File: config.mk
export PLATFORM = sky130hd
export DESIGN_NAME = pc_sequencer
export DESIGN_NICKNAME = d
export VERILOG_FILES = /design/src/rtl/pc_sequencer.sv
export SDC_FILE = /design/constraint.sdc
export NUM_CORES = 1
export LEC_CHECK = 0
export CAP_MARGIN = 20
export CORE_UTILIZATION = 45
export CTS_CLUSTER_SIZE = 28
export DETAILED_ROUTE_END_ITERATION = 7
export GPL_ROUTABILITY_DRIVEN = 0
export PLACE_DENSITY_LB_ADDON = 0.25
export SYNTH_ARGS = -nofsm -noshare
export SYNTH_HDL_FRONTEND = slang
export SYNTH_SLANG_ARGS = --single-unit
File: constraint.sdc
create_clock -name clk -period 4.9 [get_ports clk]
set_input_delay 0.98 -clock clk [delete_from_list [all_inputs] [get_ports clk]]
set_output_delay 0.98 -clock clk [all_outputs]
set_load 0.02 [all_outputs]
File: src/rtl/pc_sequencer.sv
// ============================================================================
// pc_sequencer
// ----------------------------------------------------------------------------
// Next-PC controller for the 5-stage RISC-V core. It drives the next_pc input
// of the external program counter register, which loads every cycle, and
// chooses among sequential fetch, hold and redirect (trap, EX-stage branch,
// ID-stage jump). It also sequences the instruction-memory fetch handshake,
// parks a redirect that arrives while a fetch is outstanding, and generates
// the IF/ID and ID/EX flush strobes.
//
// Parameters
//   RESET_VECTOR      first fetch address after reset
//   TRAP_VECTOR       redirect target on trap_req
//
// Ports
//   clk               clock, rising edge
//   reset             asynchronous, active-high reset
//   pc                current PC (also the instruction-memory address)
//   next_pc           value loaded into the PC register at the next edge
//   imem_req          fetch request for address pc
//   imem_ready        instruction for pc returned this cycle
//   fetch_valid       returned instruction is on the correct path
//   stall_id          load-use hold from ID
//   jump_id           JAL/JALR resolved in ID (pulse), target jump_target_id
//   branch_taken_ex   taken branch resolved in EX (pulse), target branch_target_ex
//   trap_req          trap / exception request (pulse)
//   flush_if          squash the IF/ID register
//   flush_id          squash the ID/EX register
//   hold_count        cycles in which next_pc == pc (wrapping)
//   redirect_count    accepted redirect events (saturating)
//
// next_pc, imem_req, fetch_valid and the flushes are combinational from state
// and inputs; state, the pending target and both counters are registered.
// ============================================================================
module pc_sequencer #(
    parameter logic [31:0] RESET_VECTOR = 32'h0000_0000,
    parameter logic [31:0] TRAP_VECTOR  = 32'h0000_0100
) (
    input  logic        clk,
    input  logic        reset,
    input  logic [31:0] pc,
    output logic [31:0] next_pc,
    output logic        imem_req,
    input  logic        imem_ready,
    output logic        fetch_valid,
    input  logic        stall_id,
    input  logic        jump_id,
    input  logic [31:0] jump_target_id,
    input  logic        branch_taken_ex,
    input  logic [31:0] branch_target_ex,
    input  logic        trap_req,
    output logic        flush_if,
    output logic        flush_id,
    output logic [31:0] hold_count,
    output logic [15:0] redirect_count
);

    localparam int unsigned XLEN    = 32;
    localparam int unsigned RCNT_W  = 16;
    localparam logic [XLEN-1:0] ALIGN_MASK = 32'hFFFF_FFFC;
    localparam logic [XLEN-1:0] PC_STEP    = 32'd4;

    typedef enum logic [1:0] {
        BOOT  = 2'd0,
        RUN   = 2'd1,
        DRAIN = 2'd2
    } state_e;

    state_e              state_q, state_d;
    logic [XLEN-1:0]     pending_q, pending_d;
    logic [XLEN-1:0]     hold_count_q, hold_count_d;
    logic [RCNT_W-1:0]   redirect_count_q, redirect_count_d;

    // Redirect decode
    logic                redir_valid;
    logic                redir_hard;      // trap or branch: flush both stages
    logic [XLEN-1:0]     redir_raw;
    logic [XLEN-1:0]     redir_target;

    // Prioritised redirect select: trap > branch > unstalled jump
    always_comb begin
        redir_valid = 1'b0;
        redir_hard  = 1'b0;
        redir_raw   = '0;
        if (trap_req) begin
            redir_valid = 1'b1;
            redir_hard  = 1'b1;
            redir_raw   = TRAP_VECTOR;
        end else if (branch_taken_ex) begin
            redir_valid = 1'b1;
            redir_hard  = 1'b1;
            redir_raw   = branch_target_ex;
        end else if (jump_id && !stall_id) begin
            redir_valid = 1'b1;
            redir_raw   = jump_target_id;
        end
    end

    // Targets are always word aligned
    assign redir_target = redir_raw & ALIGN_MASK;

    // State register
    always_ff @(posedge clk or posedge reset) begin
        if (reset) begin
            state_q          <= BOOT;
            pending_q        <= '0;
            hold_count_q     <= '0;
            redirect_count_q <= '0;
        end else begin
            state_q          <= state_d;
            pending_q        <= pending_d;
            hold_count_q     <= hold_count_d;
            redirect_count_q <= redirect_count_d;
        end
    end

    // Next-state and fetch/flush outputs
    always_comb begin
        state_d     = state_q;
        pending_d   = pending_q;
        next_pc     = pc;
        imem_req    = 1'b0;
        fetch_valid = 1'b0;
        flush_if    = 1'b0;
        flush_id    = 1'b0;

        unique case (state_q)
            BOOT: begin
                // Inputs are ignored; reset state also lands here, so the
                // combinational outputs take their reset values immediately.
                next_pc = RESET_VECTOR;
                state_d = RUN;
            end

            RUN: begin
                imem_req = 1'b1;
                if (redir_valid) begin
                    flush_if = 1'b1;
                    flush_id = redir_hard;
                    if (imem_ready) begin
                        next_pc = redir_target;
                    end else begin
                        // Outstanding access must complete; park the target
                        pending_d = redir_target;
                        state_d   = DRAIN;
                    end
                end else if (imem_ready && !stall_id) begin
                    next_pc     = pc + PC_STEP;
                    fetch_valid = 1'b1;
                end
            end

            DRAIN: begin
                imem_req = 1'b1;
                if (redir_valid) begin
                    // Newest event wins
                    flush_if  = 1'b1;
                    flush_id  = redir_hard;
                    pending_d = redir_target;
                end
                if (imem_ready) begin
                    next_pc = redir_valid ? redir_target : pending_q;
                    state_d = RUN;
                end
            end

            default: begin
                next_pc = RESET_VECTOR;
                state_d = BOOT;
            end
        endcase
    end

    // Performance counters
    always_comb begin
        hold_count_d     = hold_count_q;
        redirect_count_d = redirect_count_q;
        if (state_q != BOOT) begin
            if (next_pc == pc) begin
                hold_count_d = hold_count_q + 32'd1;
            end
            if (redir_valid && (redirect_count_q != {RCNT_W{1'b1}})) begin
                redirect_count_d = redirect_count_q + 16'd1;
            end
        end
    end

    assign hold_count     = hold_count_q;
    assign redirect_count = redirect_count_q;

endmodule

==> results.yml <==
critical_path:
  worst_setup_path_start_kind: "primary input"
  path_class: "primary input to output port"
  cp-end-kind: "output port"
  r2r_end: "hold_count[24]$_DFFE_PP0P_"
  critical_path_arrival_ps: 3940
  rrSetupSlack_ps: 640
  critPathMaxFanout: 5
  reg2regPathDepth: 14
  r2r-start: "state_q[0]$_DFFE_PP0P_"
  required_ps: 3920
cells_and_area:
  drive_gt1_share_pct: 15.18
  area_growth_pct: 38.02
  diodes: 0
  finalInstanceArea_um2: 11290
  final_cell_mix: "170 x clkdlybuf4s50_1, 132 x buf_4, 127 x nand2_1"
  n_fill_cell: 1532
  final_nets: 1437
  final_common_cell: "clkdlybuf4s50_1"
worst_hold_path:
  min_to: "hold_count[31]$_DFFE_PP0P_"
  worstHoldPathType: "flip-flop to flip-flop"
  holdPathStages: 1
  hold_path.startpoint: "hold_count[31]$_DFFE_PP0P_"
clock_network:
  clk_pin_slew_ps: 60
  clock_sinks: 82
  cts_root_buf: "clkbuf_16"
  cts_tree: "done"
  clockBufferDepth: 2
  h-tree-depth: 3
  worstSkewPairLatency_ps: 350
  cts_made_buffers: 9
timing:
  period_needed_ps: 4918
  post-route-period-util_pct: 100.4
  maxSlewViolCount: 0
  grt_setup_unrepaired: "yes"
  finalSetupViolations: 1
  hold_viol_final: 0
  layout_setup_ws_ps: -17.92
  fin_skew_ps: 8.423
  relSlewSlack_pct: 46.00
  worstMarginPinSlew_ps: 805.2
  fmaxAchievable_mhz: 203.3
  final.setup.tns_ps: -17.92
yosys:
  synth_ff_type: "dfrtp_1"
  yosysSeqAreaShare_pct: 25.08
  yosysWarnings: 0
  ys_seq_elements: 82
  synth_top_area_share_pct: 25.08
  syn_inst: 1100
  synth_enable_flop_cells: 0
  syn_nets: 1210
  yosysUniqueCellTypes: 84
  synth_area_leaders: "dfrtp_1 25%, nand2_1 5.9%, o21ai_0 3.9%"
  postSynth.asyncResetShare_pct: 100.0
  yosysTopAreaCell: "dfrtp_1"
  syn_area_um2: 8180
  syn_avg_cell_area_um2: 7.437
placement:
  hpwl_um: 26840
  port_buffers: 182
  placed_area_um2: 10910
route:
  routed_wl_um: 35490
  drcViolationCount: 0
  via_count: 10390
  routedWlPerCell_um: 22.81
  via_per_inst: 6.677
  firstDrtPassIters: 7
  drt_iter0_drc: 1663
  antenna_left: 0
power:
  powerDensity_nw_per_um2: 350.5
  ir_drop_mv: 0.2979
  p_leak_uw: 0.004690
job:
  cap_viol_max_count: 0
grt:
  grt_pass1_vias: 9720
  grt_max_degree: 47
  grt_pass1_wl_um: 53810
  grt_overflow: 0
  antenna_found_initial: 1
  grt_usage_pct: 38.19
floorplanning:
  rows: 48
  die_area_um2: 18720
  die_y_um: 136.8
  design.portCount: 187
  core_um2: 17540
  die_w_um: 136.8
  start_util_pct: 46.65
status:
  outcome: "complete, but fails checks"
  failed_checks: "negative setup slack"
==> report_power, final <==
group,switching [uW],internal (uW)
combinational,1450,940
clock,299,357
sequential,101,814
==> state kept, by name, summed over array words and instances, names as in the netlist <==
name            cells
hold_count         32
pending_q          32
redirect_count     16
state_q             2
==> per-stage QoR <==
stage	setup slack, ps	hold WS (ps)	std cells	util (%)	total power (uW)
floorplan	631.7	448.3	1100	-	2240
global placement	-167.7	461.2	1538	62.11	3197
detailed placement	-214.9	468.5	1539	62.23	3221
CTS	48.21	481.3	1554	63.91	3883
global route	-91.23	500.7	1556	64.38	4123
finish	-17.92	472.8	1556	64.38	3957
==> cells by family after synthesis <==
kind of cell	Yosys count	share of synthesized area, %
AND/OR/NAND/NOR	487	32.59
AO/OA/AOI/OAI	312	26.05
buffers and inverters	134	6.332
flip-flops	82	25.08
XOR/XNOR	59	6.317
multiplexers	19	2.554
adder cells (fa/ha/maj)	7	1.071
==> final cells by class <==
type                            instances  area [um2]  share of cell area, %
Inverter                               32       121.4                  1.075
Sequential cell                        82        2052                  18.17
Timing Repair Buffer                  318        2894                  25.63
Clock inverter                          5       38.79                 0.3435
Tap cell                              225       281.5                  2.493
Multi-Input combinational cell        884        5664                  50.17
Clock buffer                           10       239.0                  2.117
==> what timing repair did <==
item                       in CTS  in global routing
setup endpoints to repair       3                 18
gates cloned                    0                  0
buffers inserted                0                  2
hold endpoints to repair        0                  0
pin swaps                       0                  2
gates resized for setup         3                 20
hold buffers                    0                  0
==> critical path: stages <==
cell	delay, ps
clkdlybuf4s50_1	600
buf_4	190
and4_1	290
nand4_1	300
nor4_2	410
xnor2_1	160
nand3_1	90
a21oi_1	270
clkdlybuf4s50_1	650
==> per-layer routing <==
layer	up-vias	wire [um]	track usage, %
met3	194	5346	13.96
li1	4564	-	-
met1	4751	13350	47.95
met2	879	14750	56.20
met4	2	2034	21.73
met5	-	13	0
==> Yosys cell counts, types with 10 or more instances <==
| cell type | n |
|---|---|
| a211oi_1 | 15 |
| a21o_1 | 14 |
| a21oi_1 | 56 |
| a31oi_1 | 14 |
| and2_1 | 18 |
| and3_1 | 16 |
| buf_1 | 11 |
| clkbuf_1 | 83 |
| dfrtp_1 | 82 |
| inv_1 | 31 |
| mux2_2 | 13 |
| nand2_1 | 128 |
| nand2b_1 | 10 |
| nand3_1 | 52 |
| nand4_1 | 30 |
| nand4bb_1 | 16 |
| nor2_1 | 82 |
| nor2b_1 | 14 |
| nor3_1 | 32 |
| nor4_1 | 24 |
| nor4_2 | 13 |
| o211ai_1 | 23 |
| o21ai_0 | 64 |
| o31ai_1 | 10 |
| xnor2_1 | 28 |
| xor2_1 | 31 |
==> worst max path at each step <==
stage                     startpoint                         end  slack (ps)  depth (start not counted)
after global routing          pc[17]                 next_pc[25]         -90                          9
after floorplan           imem_ready                  next_pc[4]         630                          8
after detailed placement       pc[3]  hold_count[24]$_DFFE_PP0P_        -210                         12
final                         pc[17]                 next_pc[25]         -20                          9
after CTS                   stall_id                 next_pc[30]          50                         11
after global placement         pc[3]  hold_count[24]$_DFFE_PP0P_        -170                         12
Power figures use the tool's default switching activity.
